$ cat src/rtl/cnn_mac_pipe.sv
// Pipelined signed multiply-accumulate: input reg, MUL_STAGE product regs,
// per-group accumulator, then rescale/saturate into a handshaked output register.
module cnn_mac_pipe #(
  parameter int A_W       = 9,
  parameter int B_W       = 14,
  parameter int ACC_W     = 32,
  parameter int OUT_W     = 16,
  parameter int SHIFT     = 8,
  parameter int MUL_STAGE = 1
) (
  input  logic                    ap_clk,
  input  logic                    ap_rst,
  input  logic                    in_vld,
  output logic                    in_rdy,
  input  logic signed [A_W-1:0]   din0,
  input  logic signed [B_W-1:0]   din1,
  input  logic                    in_last,
  output logic signed [OUT_W-1:0] dout,
  output logic                    dout_vld,
  input  logic                    dout_rdy,
  output logic                    dout_sat
);

  // Wide enough to hold both the group sum and the OUT_W clip limits.
  localparam int XW = ((ACC_W > OUT_W) ? ACC_W : OUT_W) + 1;

  function automatic logic signed [ACC_W-1:0] rescale(input logic signed [ACC_W-1:0] s);
    return s >>> SHIFT;
  endfunction

  // Returns {clipped, value}.
  function automatic logic [OUT_W:0] saturate(input logic signed [ACC_W-1:0] r);
    logic signed [XW-1:0] rx;
    logic signed [XW-1:0] hi;
    logic signed [XW-1:0] lo;
    rx = {{(XW-ACC_W){r[ACC_W-1]}}, r};
    hi = (XW'(1) <<< (OUT_W-1)) - XW'(1);
    lo = -(XW'(1) <<< (OUT_W-1));
    if (rx > hi) return {1'b1, hi[OUT_W-1:0]};
    if (rx < lo) return {1'b1, lo[OUT_W-1:0]};
    return {1'b0, rx[OUT_W-1:0]};
  endfunction

  logic                        en;
  logic                        vld_p0;
  logic                        last_p0;
  logic signed [A_W-1:0]       a_p0;
  logic signed [B_W-1:0]       b_p0;
  logic signed [A_W+B_W-1:0]   mul;
  logic [MUL_STAGE-1:0]        vld_p1;
  logic [MUL_STAGE-1:0]        last_p1;
  logic signed [ACC_W-1:0]     prod_p1 [MUL_STAGE];
  logic signed [ACC_W-1:0]     acc;
  logic                        first;
  logic signed [ACC_W-1:0]     sum;
  logic                        vld_p2;
  logic signed [ACC_W-1:0]     gsum_p2;
  logic signed [ACC_W-1:0]     rsc;
  logic [OUT_W:0]              satv;

  // A held result with no taker freezes the whole pipe.
  assign en     = !(dout_vld && !dout_rdy);
  assign in_rdy = en;

  assign mul  = a_p0 * b_p0;
  assign sum  = (first ? '0 : acc) + prod_p1[MUL_STAGE-1];
  assign rsc  = rescale(gsum_p2);
  assign satv = saturate(rsc);

  always_ff @(posedge ap_clk) begin
    if (ap_rst) begin
      vld_p0   <= 1'b0;
      vld_p1   <= '0;
      vld_p2   <= 1'b0;
      acc      <= '0;
      first    <= 1'b1;
      dout     <= '0;
      dout_sat <= 1'b0;
      dout_vld <= 1'b0;
    end else if (en) begin
      // p0: input register
      vld_p0 <= in_vld;
      // p1: product registers
      vld_p1[0] <= vld_p0;
      for (int i = 1; i < MUL_STAGE; i++) vld_p1[i] <= vld_p1[i-1];
      // p2: accumulate; only a group's final sum travels on
      vld_p2 <= vld_p1[MUL_STAGE-1] && last_p1[MUL_STAGE-1];
      if (vld_p1[MUL_STAGE-1]) begin
        if (last_p1[MUL_STAGE-1]) begin
          acc   <= '0;
          first <= 1'b1;
        end else begin
          acc   <= sum;
          first <= 1'b0;
        end
      end
      // output register: a new result wins over a drain in the same cycle
      if (vld_p2) begin
        dout     <= satv[OUT_W-1:0];
        dout_sat <= satv[OUT_W];
        dout_vld <= 1'b1;
      end else begin
        dout_vld <= 1'b0;
      end
    end
  end

  always_ff @(posedge ap_clk) begin
    if (en) begin
      a_p0       <= din0;
      b_p0       <= din1;
      last_p0    <= in_last;
      prod_p1[0] <= ACC_W'(mul);
      last_p1[0] <= last_p0;
      for (int i = 1; i < MUL_STAGE; i++) begin
        prod_p1[i] <= prod_p1[i-1];
        last_p1[i] <= last_p1[i-1];
      end
      gsum_p2 <= sum;
    end
  end

endmodule

$ cat config.mk
export PLATFORM = sky130hd
export DESIGN_NAME = cnn_mac_pipe
export DESIGN_NICKNAME = d
export VERILOG_FILES = /design/src/rtl/cnn_mac_pipe.sv
export SDC_FILE = /design/constraint.sdc
export NUM_CORES = 1
export LEC_CHECK = 0
export CORE_AREA = 5 5 167 169
export CTS_CLUSTER_DIAMETER = 40
export DETAILED_ROUTE_END_ITERATION = 8
export DIE_AREA = 0 0 172 174
export GPL_ROUTABILITY_DRIVEN = 0
export HOLD_SLACK_MARGIN = 0.12
export SYNTH_ARGS = -nofsm -noshare
export SYNTH_HDL_FRONTEND = slang
export SYNTH_SLANG_ARGS = --single-unit
$ cat constraint.sdc
create_clock -name ap_clk -period 15.35 [get_ports ap_clk]
set_clock_uncertainty 0.15 [all_clocks]
set_input_delay 4.605 -clock ap_clk [delete_from_list [all_inputs] [get_ports ap_clk]]
set_output_delay 4.605 -clock ap_clk [all_outputs]
set_load 0.05 [all_outputs]
**After elaboration in Yosys (flattened, before gate mapping)**

Memories as Yosys holds them, arrays and structs flattened.
Index checks and enable logic that the tools add are counted.

- ROM bits: 0
- Latch bits: 0
- Register bits: 111
- Input port bits: 28
- Memories kept: 1
- Memory bits (writable): 32
- Output and inout port bits: 19
- Word-level logic and storage cells: 37

Memories:

| memory | depth | bits a word | rd ports | clocked after Yosys merged registers in | wr ports | line | source |
|---|---|---|---|---|---|---|---|
| prod_p1 | 1 | 32 | 1 | 0 | 1 | 52 | `logic signed [ACC_W-1:0] prod_p1 [MUL_STAGE];` |

- Reductions and logical operators: 6
- Add/sub/neg operators: 1
- Bitwise gates (word level): 1
- Shift-type cells: 0
- Multiplexer cells: 12
- Eq/ne operators: 0
- Magnitude comparators: 2
- $mul: 1
- Div/mod/pow operators: 0

Operators with widths:

| kind | count |
|---|---|
| 2-to-1 mux 17 bit | 4 |
| 2-to-1 mux 32 bit | 2 |
| adder 32 bit | 1 |
| greater-than comparator 24 x 16 -> 1 bit (second input constant) | 1 |
| less-than comparator 24 x 16 -> 1 bit (second input constant) | 1 |
| multiplier 9 x 14 -> 23 bit | 1 |
| 2-to-1 mux 1 bit | 6 |
| AND reduction 2 bit | 2 |
| logical AND 1 bit | 2 |
| zero test 1 bit | 2 |
| inverter 1 bit | 1 |

**Depth between registers and ports, before layout**

Gate-level depths: netlist of the first run.

- Depth in word-level cells: 5
- Mapped depth: 20
- Mapped depth without buffers: 19

**Worst setup path after synthesis of the first run**

No wires, ideal clock.

- Path kind: input to output
- Start: in dout_rdy
- End: out in_rdy
- Data arrival time: 7,275 ps
- Cell stages on the path: 2
- Setup slack: 3,320 ps
- Data required time: 10,595 ps
- Cells stage by stage: nand2b_1 > clkbuf_1

- Cells in the longest elaborated chain, start to end: 3

RTL lines:

| element | line | source |
|---|---|---|
| start, declared | 20 | `input logic dout_rdy,` |
| zero test 1 bit | 62 | `assign en = !(dout_vld && !dout_rdy);` |
| logical AND 1 bit | 62 |  |
| zero test 1 bit | 62 |  |
| end, declared | 14 | `output logic in_rdy,` |

Every way passes these cells.

**Worst setup path in the final report of the first run**

Ends and elaborated chain as after synthesis.

==> out/metrics.sh, run 1 <==
STATUS='completed'
SYNTH.YOSYS.WARNINGS=0
SETUP-TNS-FINAL_NS=0
CLOCKBUFFERDEPTH=2
POSTCTSSETUPBUFFERS=0
CLOCK_TREE_FROM_TRITONCTS='yes'
FILL_CELLS=2578
GR-TOTAL-OVERFLOW=0
WHS_PATH_DEPTH=0
FINAL_MIN_PERIOD_OVER_CLOCK_PERIOD_PCT=71.1
CTS_HOLD_BUFS=0
WORST_SLEW_PIN_SLEW_NS=1.20
HOLD_WS_NS=0.270
DP_HPWL_MICRONS=15400
CLOCK_SINKS=126
OVERALL_DIE_WIDTH_MICRONS=172
IO_BUFFERS=46
DRT_DRC_VIOLATIONS_LEFT=0
CRITICAL_PATH.REG2REG.STARTPOINT='a_p0[2]'
HOLD_VIOLATIONS=0
YS_SEQ_ELEMENTS=126
CRIT_CHAIN='clkdlybuf4s50_1 > nand2b_4 > clkdlybuf4s50_1'
ROUTE.ANTENNA.REMAINING_NETS=0
CRITPATHMOSTFREQUENTCELL='sky130_fd_sc_hd__clkdlybuf4s50_1'
CPMAXSTAGEDELAYCELL='sky130_fd_sc_hd__clkdlybuf4s50_1'
CP_MAX_FO=4
CRITPATHTOPFAMILY='buffers and inverters'
POST_LAYOUT_INSTANCE_AREA_SQ_UM=11600
DESIGN_POWER_TOTAL_uW=2030
GLOBAL_ROUTE_WIRE_LENGTH_BEFORE_REPAIR_MICRONS=35200
INITIAL_ANTENNA_VIOLATION_COUNT=0
WORST_SETUP_PATH_TYPE='input port to output pin'
CORE-AREA_SQ_UM=26400
FINAL_NUMBER_OF_SETUP_VIOLATING_ENDPOINTS=0
INITIAL_CORE_UTIL_PCT=38.8
CELLPOWERDENSITY_nW_PER_UM2=176
GLOBALROUTETOTALUTIL_PCT=14.4
DRT-INITIAL-DRC-COUNT=506
WORSTHOLDENDPOINT='last_p1'
MAXCAPVIOLCOUNT=0
NUM_VIAS=7106
NUMBER_OF_INSTANCES_RESIZED_DURING_POST_CTS_REPAIR=0
SETUP.WORST_PATH.END_CLASS='output pin'
SYN_AREA_PER_CELL_SQ_UM=10.0
START_KIND='input port'
TIMING.HOLD.WORST.CLASS='flip-flop to flip-flop'
CLOCKROOTBUFFER='sky130_fd_sc_hd__clkbuf_16'
AREA_SHARE_OF_AND_OR_NAND_NOR_CELLS_AFTER_SYNTHESIS_PCT=14.8
LAYOUT.NETS=1263
POST_ROUTE_CELLS_DRIVE_ABOVE_1_SHARE_PCT=4.89
ROUTED_VIA_DENSITY=5.06
HOLD_PATH.STARTPOINT='last_p0'
H-TREE-DEPTH=4
SYNTHESIZED_NET_COUNT=1237
WORST_R2R_ENDPOINT='prod_p1[0][21]'
TOTALWIRELENGTH_MICRONS=20700
P_LEAK_uW=0.00505
SYNTH_SEQ_AREA_SHARE_PCT=31.6
SYNTH_TOP_FAMILY_BY_AREA='adder cells'
FINALMAXSLEWVIOLATIONS=0
ASYNC_FLOP_SHARE_PCT=0
TIMING.CRITICAL_PATH.ARRIVAL_NS=6.16
POSTSYNTHCELLCOUNT=1024
ACHIEVABLE-FREQUENCY_MHz=91.6
RSZ0062_AT_GRT='no'
NUM_ROWS=60
R2R.WORST_PATH.CELLS=19
WORSTPATHBUFFERINVERTERCOUNT=2
IRDROPWORSTVDD_mV=0.0925
SYNTH-EDFF-COUNT=72
FINAL.SETUP.WORST_SLACK_NS=4.43
SYNTH-ADDER-AREA-SHARE_PCT=30.3
WORST_SETUP_HOLD_PATH_CLK_SLEW_NS=0.06
SYNTH_TOP_FLOP_CELL='sky130_fd_sc_hd__edfxtp_1'
WL_PER_CELL_MICRONS=14.7
POST_PLACE_SETUP_SLACK_NS=4.45
WORST_PATH_LARGEST_CELL_DELAY_NS=0.93
PERIOD_NEEDED_NS=10.92
GRT_START_MAX_NET_PINS=80
COMPLEX_GATE_FRACTION_OF_THE_SYNTHESIZED_AREA_PCT=12.8
DPL-INSTANCE-AREA_SQ_UM=11000
WORST_EP_REQUIRED_TIME_NS=10.60
DRTPASS1ITERATIONS=5
AREA_ADDED_BETWEEN_SYNTHESIS_AND_FINISH_PCT=12.8
R2R_SETUP_SLACK_NS=9.60
POST_SYNTH_XOR_AREA_FRACTION_PCT=4.10
MOSTFREQUENTLAYOUTCELL='sky130_fd_sc_hd__inv_1'
SYNTH.DISTINCT_CELLS=58
SYNTH.CELL_AREA_SQ_UM=10300
DIE-HEIGHT_MICRONS=174
DIODES=0
MOSTFREQUENTLAYOUTCELLS='sky130_fd_sc_hd__inv_1 (122), sky130_fd_sc_hd__nand2_1 (108), sky130_fd_sc_hd__fa_1 (106)'
DIEAREA_SQ_UM=29900
IOPINCOUNT=47
CLKLATENCYLATEPIN_NS=0.43
CTS_MADE_BUFFERS=17
WORST_SLEW_MARGIN_REL_PCT=19.7
FIRST_GLOBAL_VIAS=7145
SYNTH.MUX.AREA_FRACTION_PCT=0.293
## worst register-to-register path, delay by kind of cell (launching register included)
family | cells | cell delay [ns]
flops | 1 | 0.68
buf+inv | 3 | 0.15
compound gates | 6 | 1.35
fa+ha+maj | 7 | 2.78
xor+xnor | 1 | 0.08
simple gates | 2 | 0.31
## how the worst max path moves through the flow
stage	from	to	slack, ns	depth (start not counted)
after global routing	dout_rdy	in_rdy	4.40	3
final	dout_rdy	in_rdy	4.43	3
after floorplan	dout_rdy	in_rdy	3.32	2
after CTS	dout_rdy	in_rdy	4.43	3
after global placement	dout_rdy	in_rdy	4.44	3
after detailed placement	dout_rdy	in_rdy	4.45	3
## layout make-up
cell class	count	area, sq um	share of cell area, %
sequential	126	3240	28.0
clock buffer	17	425	3.68
multi-input combinational	731	6390	55.2
clock inverter	15	125	1.08
timing repair buffer	51	498	4.30
inverter	123	462	3.99
tap	341	427	3.69
## metal layers
layer / part of all wire (%) / vias to the layer above / GRT usage [%]
met5: 0 / - / 0
met4: 0.83 / 0 / 3.21
met3: 4.2 / 13 / 2.77
met2: 46 / 145 / 22.6
met1: 49 / 3444 / 20.7
li1: - / 3504 / -
## cells in the mapped netlist, drive strengths merged (10+ instances only)
cell type	instances	area, sq um
xnor2	38	333
inv	122	458
a21oi	56	280
edfxtp	72	2160
fa	106	2120
a22oi	13	97.6
a22o	12	105
xor2	10	87.6
nand2	109	412
ha	79	988
nor2b	33	206
and2	50	315
nand4	10	62.6
o211ai	21	158
a21o	16	120
dfxtp	54	1080
nand2b	11	68.8
nor3	12	60.1
clkbuf	43	161
nor2	55	206
o21ai	21	109
## report_power, final
group | total (uW) | switching (uW) | internal, uW | leakage (uW)
sequential | 535 | 42.8 | 493 | 0.00120
combinational | 1110 | 627 | 486 | 0.00357
clock | 385 | 173 | 212 | 0.000279
## registers in the layout, summed over array words and instances (netlist names)
register	count
a_p0	9
vld_p0	1
last_p1	1
prod_p1	23
gsum_p2	24
b_p0	14
acc	32
dout_vld	1
first	1
dout_sat	1
vld_p1	1
last_p0	1
dout	16
vld_p2	1
## stage by stage
| step | utilization (%) | cells |
|---|---|---|
| after CTS | 43.8 | 1404 |
| after global placement | 41.7 | 1372 |
| after floorplan | - | 1024 |
| after global routing | 43.8 | 1404 |
| final | 43.8 | 1404 |
| after detailed placement | 41.7 | 1372 |
## cells by family (layout without fill, tap and decap cells)
logic type               count (synthesis)  count (layout)
AO/OA/AOI/OAI                          186             186
adder cells (fa/ha/maj)                185             185
flip-flops                             126             126
AND/OR/NAND/NOR                        309             309
buffers and inverters                  167             206
multiplexers                             3               3
XOR/XNOR                                48              48
No activity file was read; power rests on OpenSTA's default activity.
==> run 2: changes to the inputs <==
Clock period 15.35 ns to 9.2 ns, I/O delays scaled along.
==> out/metrics.sh, run 2 (synthesized netlist as in run 1, its figures left out) <==
WORST_SLEW_MARGIN_REL_PCT=22.3  # was 19.7%
H-TREE-DEPTH=4  # unchanged
CLOCK_SINKS=126  # unchanged
STATUS='completed'  # unchanged
FINISH.UTILIZATION_PCT=44.1  # was 43.8%
REGMOSTFLOPS='acc'  # unchanged
GLOBAL_ROUTE_WIRE_LENGTH_BEFORE_REPAIR_MICRONS=35600  # was 35200 microns
INITIAL_ANTENNA_VIOLATION_COUNT=0  # unchanged
FINALMAXSLEWVIOLATIONS=0  # unchanged
TOTALWIRELENGTH_MICRONS=20700  # about the same
POST_ROUTE_CELLS_DRIVE_ABOVE_1_SHARE_PCT=4.80  # was 4.89%
WL_PER_CELL_MICRONS=14.8  # was 14.7 microns
OVERALL_DIE_WIDTH_MICRONS=172  # unchanged
NUMBER_OF_INSTANCES_RESIZED_DURING_POST_CTS_REPAIR=0  # unchanged
AREA_ADDED_BETWEEN_SYNTHESIS_AND_FINISH_PCT=13.6  # was 12.8%
POSTCTSSETUPBUFFERS=0  # unchanged
MAXCAPVIOLCOUNT=0  # unchanged
IO_BUFFERS=46  # unchanged
DIODES=0  # unchanged
ROUTED_VIA_DENSITY=5.04  # was 5.06
DIEAREA_SQ_UM=29900  # unchanged
CLOCK_TREE_FROM_TRITONCTS='yes'  # unchanged
ACHIEVABLE-FREQUENCY_MHz=138
START_KIND='input port'  # unchanged
DRT_DRC_VIOLATIONS_LEFT=0  # unchanged
MOSTFREQUENTLAYOUTCELL='sky130_fd_sc_hd__inv_1'  # unchanged
WORST_EP_REQUIRED_TIME_NS=6.29  # was 10.60 ns
HOLD_VIOLATIONS=0  # unchanged
FINAL_MIN_PERIOD_OVER_CLOCK_PERIOD_PCT=78.6
CPMAXSTAGEDELAYCELL='sky130_fd_sc_hd__clkdlybuf4s50_1'  # unchanged
TIMING.CRITICAL_PATH.ARRIVAL_NS=4.32  # was 6.16 ns
PERIOD_NEEDED_NS=7.23
TOP_REGS='acc (32), gsum_p2 (24), prod_p1 (23)'  # unchanged
CLKLATENCYLATEPIN_NS=0.42  # was 0.43 ns
CRITPATHTOPFAMILY='buffers and inverters'  # unchanged
IRDROPWORSTVDD_mV=0.187  # was 0.0925 mV
PLACE_INST=1372  # unchanged
RSZ0062_AT_GRT='no'  # unchanged
LAYOUT.NETS=1263  # unchanged
TIMING.HOLD.WORST.CLASS='flip-flop to flip-flop'  # unchanged
GRT_START_MAX_NET_PINS=79  # was 80
FINAL_NUMBER_OF_SETUP_VIOLATING_ENDPOINTS=0  # unchanged
DIE-HEIGHT_MICRONS=174  # unchanged
CTS_MADE_BUFFERS=17  # unchanged
DRT-INITIAL-DRC-COUNT=348  # was 506
FIRST_GLOBAL_VIAS=7248  # was 7145
ROUTE.ANTENNA.REMAINING_NETS=0  # unchanged
CRITPATHMOSTFREQUENTCELL='sky130_fd_sc_hd__clkdlybuf4s50_1'  # unchanged
WORST_PATH_LARGEST_CELL_DELAY_NS=0.94  # was 0.93 ns
MOSTFREQUENTLAYOUTCELLS='sky130_fd_sc_hd__inv_1 (122), sky130_fd_sc_hd__nand2_1 (108), sky130_fd_sc_hd__fa_1 (106)'  # unchanged
DESIGN_POWER_TOTAL_uW=3470  # was 2030 uW
LAYOUTNONFILLERINSTCOUNT=1404  # unchanged
NUM_VIAS=7079  # was 7106
WORST_SETUP_HOLD_PATH_CLK_SLEW_NS=0.06  # about the same
CORE-AREA_SQ_UM=26400  # unchanged
LARGEST_REGISTER_FF_COUNT=32  # unchanged
WORSTPATHBUFFERINVERTERCOUNT=2  # unchanged
IOPINCOUNT=47  # unchanged
FILL_CELLS=2555  # was 2578
CTS_HOLD_BUFS=0  # unchanged
SETUP-TNS-FINAL_NS=0  # unchanged
CLOCKROOTBUFFER='sky130_fd_sc_hd__clkbuf_16'  # unchanged
WORST_SETUP_PATH_TYPE='input port to output pin'  # unchanged
CLOCKBUFFERDEPTH=2  # unchanged
CELLPOWERDENSITY_nW_PER_UM2=297  # was 176 nW/um^2
DP_HPWL_MICRONS=15300  # was 15400 microns
CRIT_CHAIN='clkdlybuf4s50_1 > nand2b_4 > clkdlybuf4s50_1'  # unchanged
CP_MAX_FO=5  # was 4
GLOBALROUTETOTALUTIL_PCT=14.5  # was 14.4%
WORST_SLEW_PIN_SLEW_NS=1.16  # was 1.20 ns
SETUP.WORST_PATH.END_CLASS='output pin'  # unchanged
HOLD_WS_NS=0.270  # about the same
DRTPASS1ITERATIONS=5  # unchanged
P_LEAK_uW=0.00508  # was 0.00505 uW
INITIAL_CORE_UTIL_PCT=38.8  # unchanged
GR-TOTAL-OVERFLOW=0  # unchanged
NUM_ROWS=60  # unchanged
## run 2: metal layers
layer / wire [microns] / up-vias / GRT usage, %
li1: - / 3493 / -
met1: 10000 / 3433 / 20.9
met2: 9690 / 139 / 22.9
met4: 184 / 0 / 3.21
met5: 0 / - / 0
met3: 827 / 14 / 2.71
## run 2: power by group
part | leakage [uW] | total (uW) | switching [uW] | internal [uW]
Combinational | 0.00357 | 1860 | 1050 | 812
Clock | 0.000306 | 710 | 275 | 436
Sequential | 0.00120 | 897 | 74.1 | 822
## run 2: area by class of cell
type | count | area (sq um) | area share, %
well taps | 341 | 427 | 3.66
repair buffers | 51 | 498 | 4.27
flip-flops and latches | 126 | 3240 | 27.8
multi-input cells | 731 | 6390 | 54.9
inverters | 123 | 462 | 3.96
clock inverters | 10 | 110 | 0.945
clock buffers | 22 | 518 | 4.45
## run 2: through the flow
step,area (sq um),worst slack [ns]
2_1_floorplan,10300,0.860
3_3_place_gp,11000,1.95
3_5_place_dp,11000,1.97
4_1_cts,11600,1.96
5_1_grt,11600,1.93
6_report,11600,1.97
## run 2: worst paths after layout
kind	slack [ns]	start	cells after the start	end
max	1.97	dout_rdy	3	in_rdy
min	0.27	last_p0	0	last_p1
max reg2reg	3.46	a_p0[2]	18	prod_p1[0][20]
min reg2reg	0.27	last_p0	0	last_p1
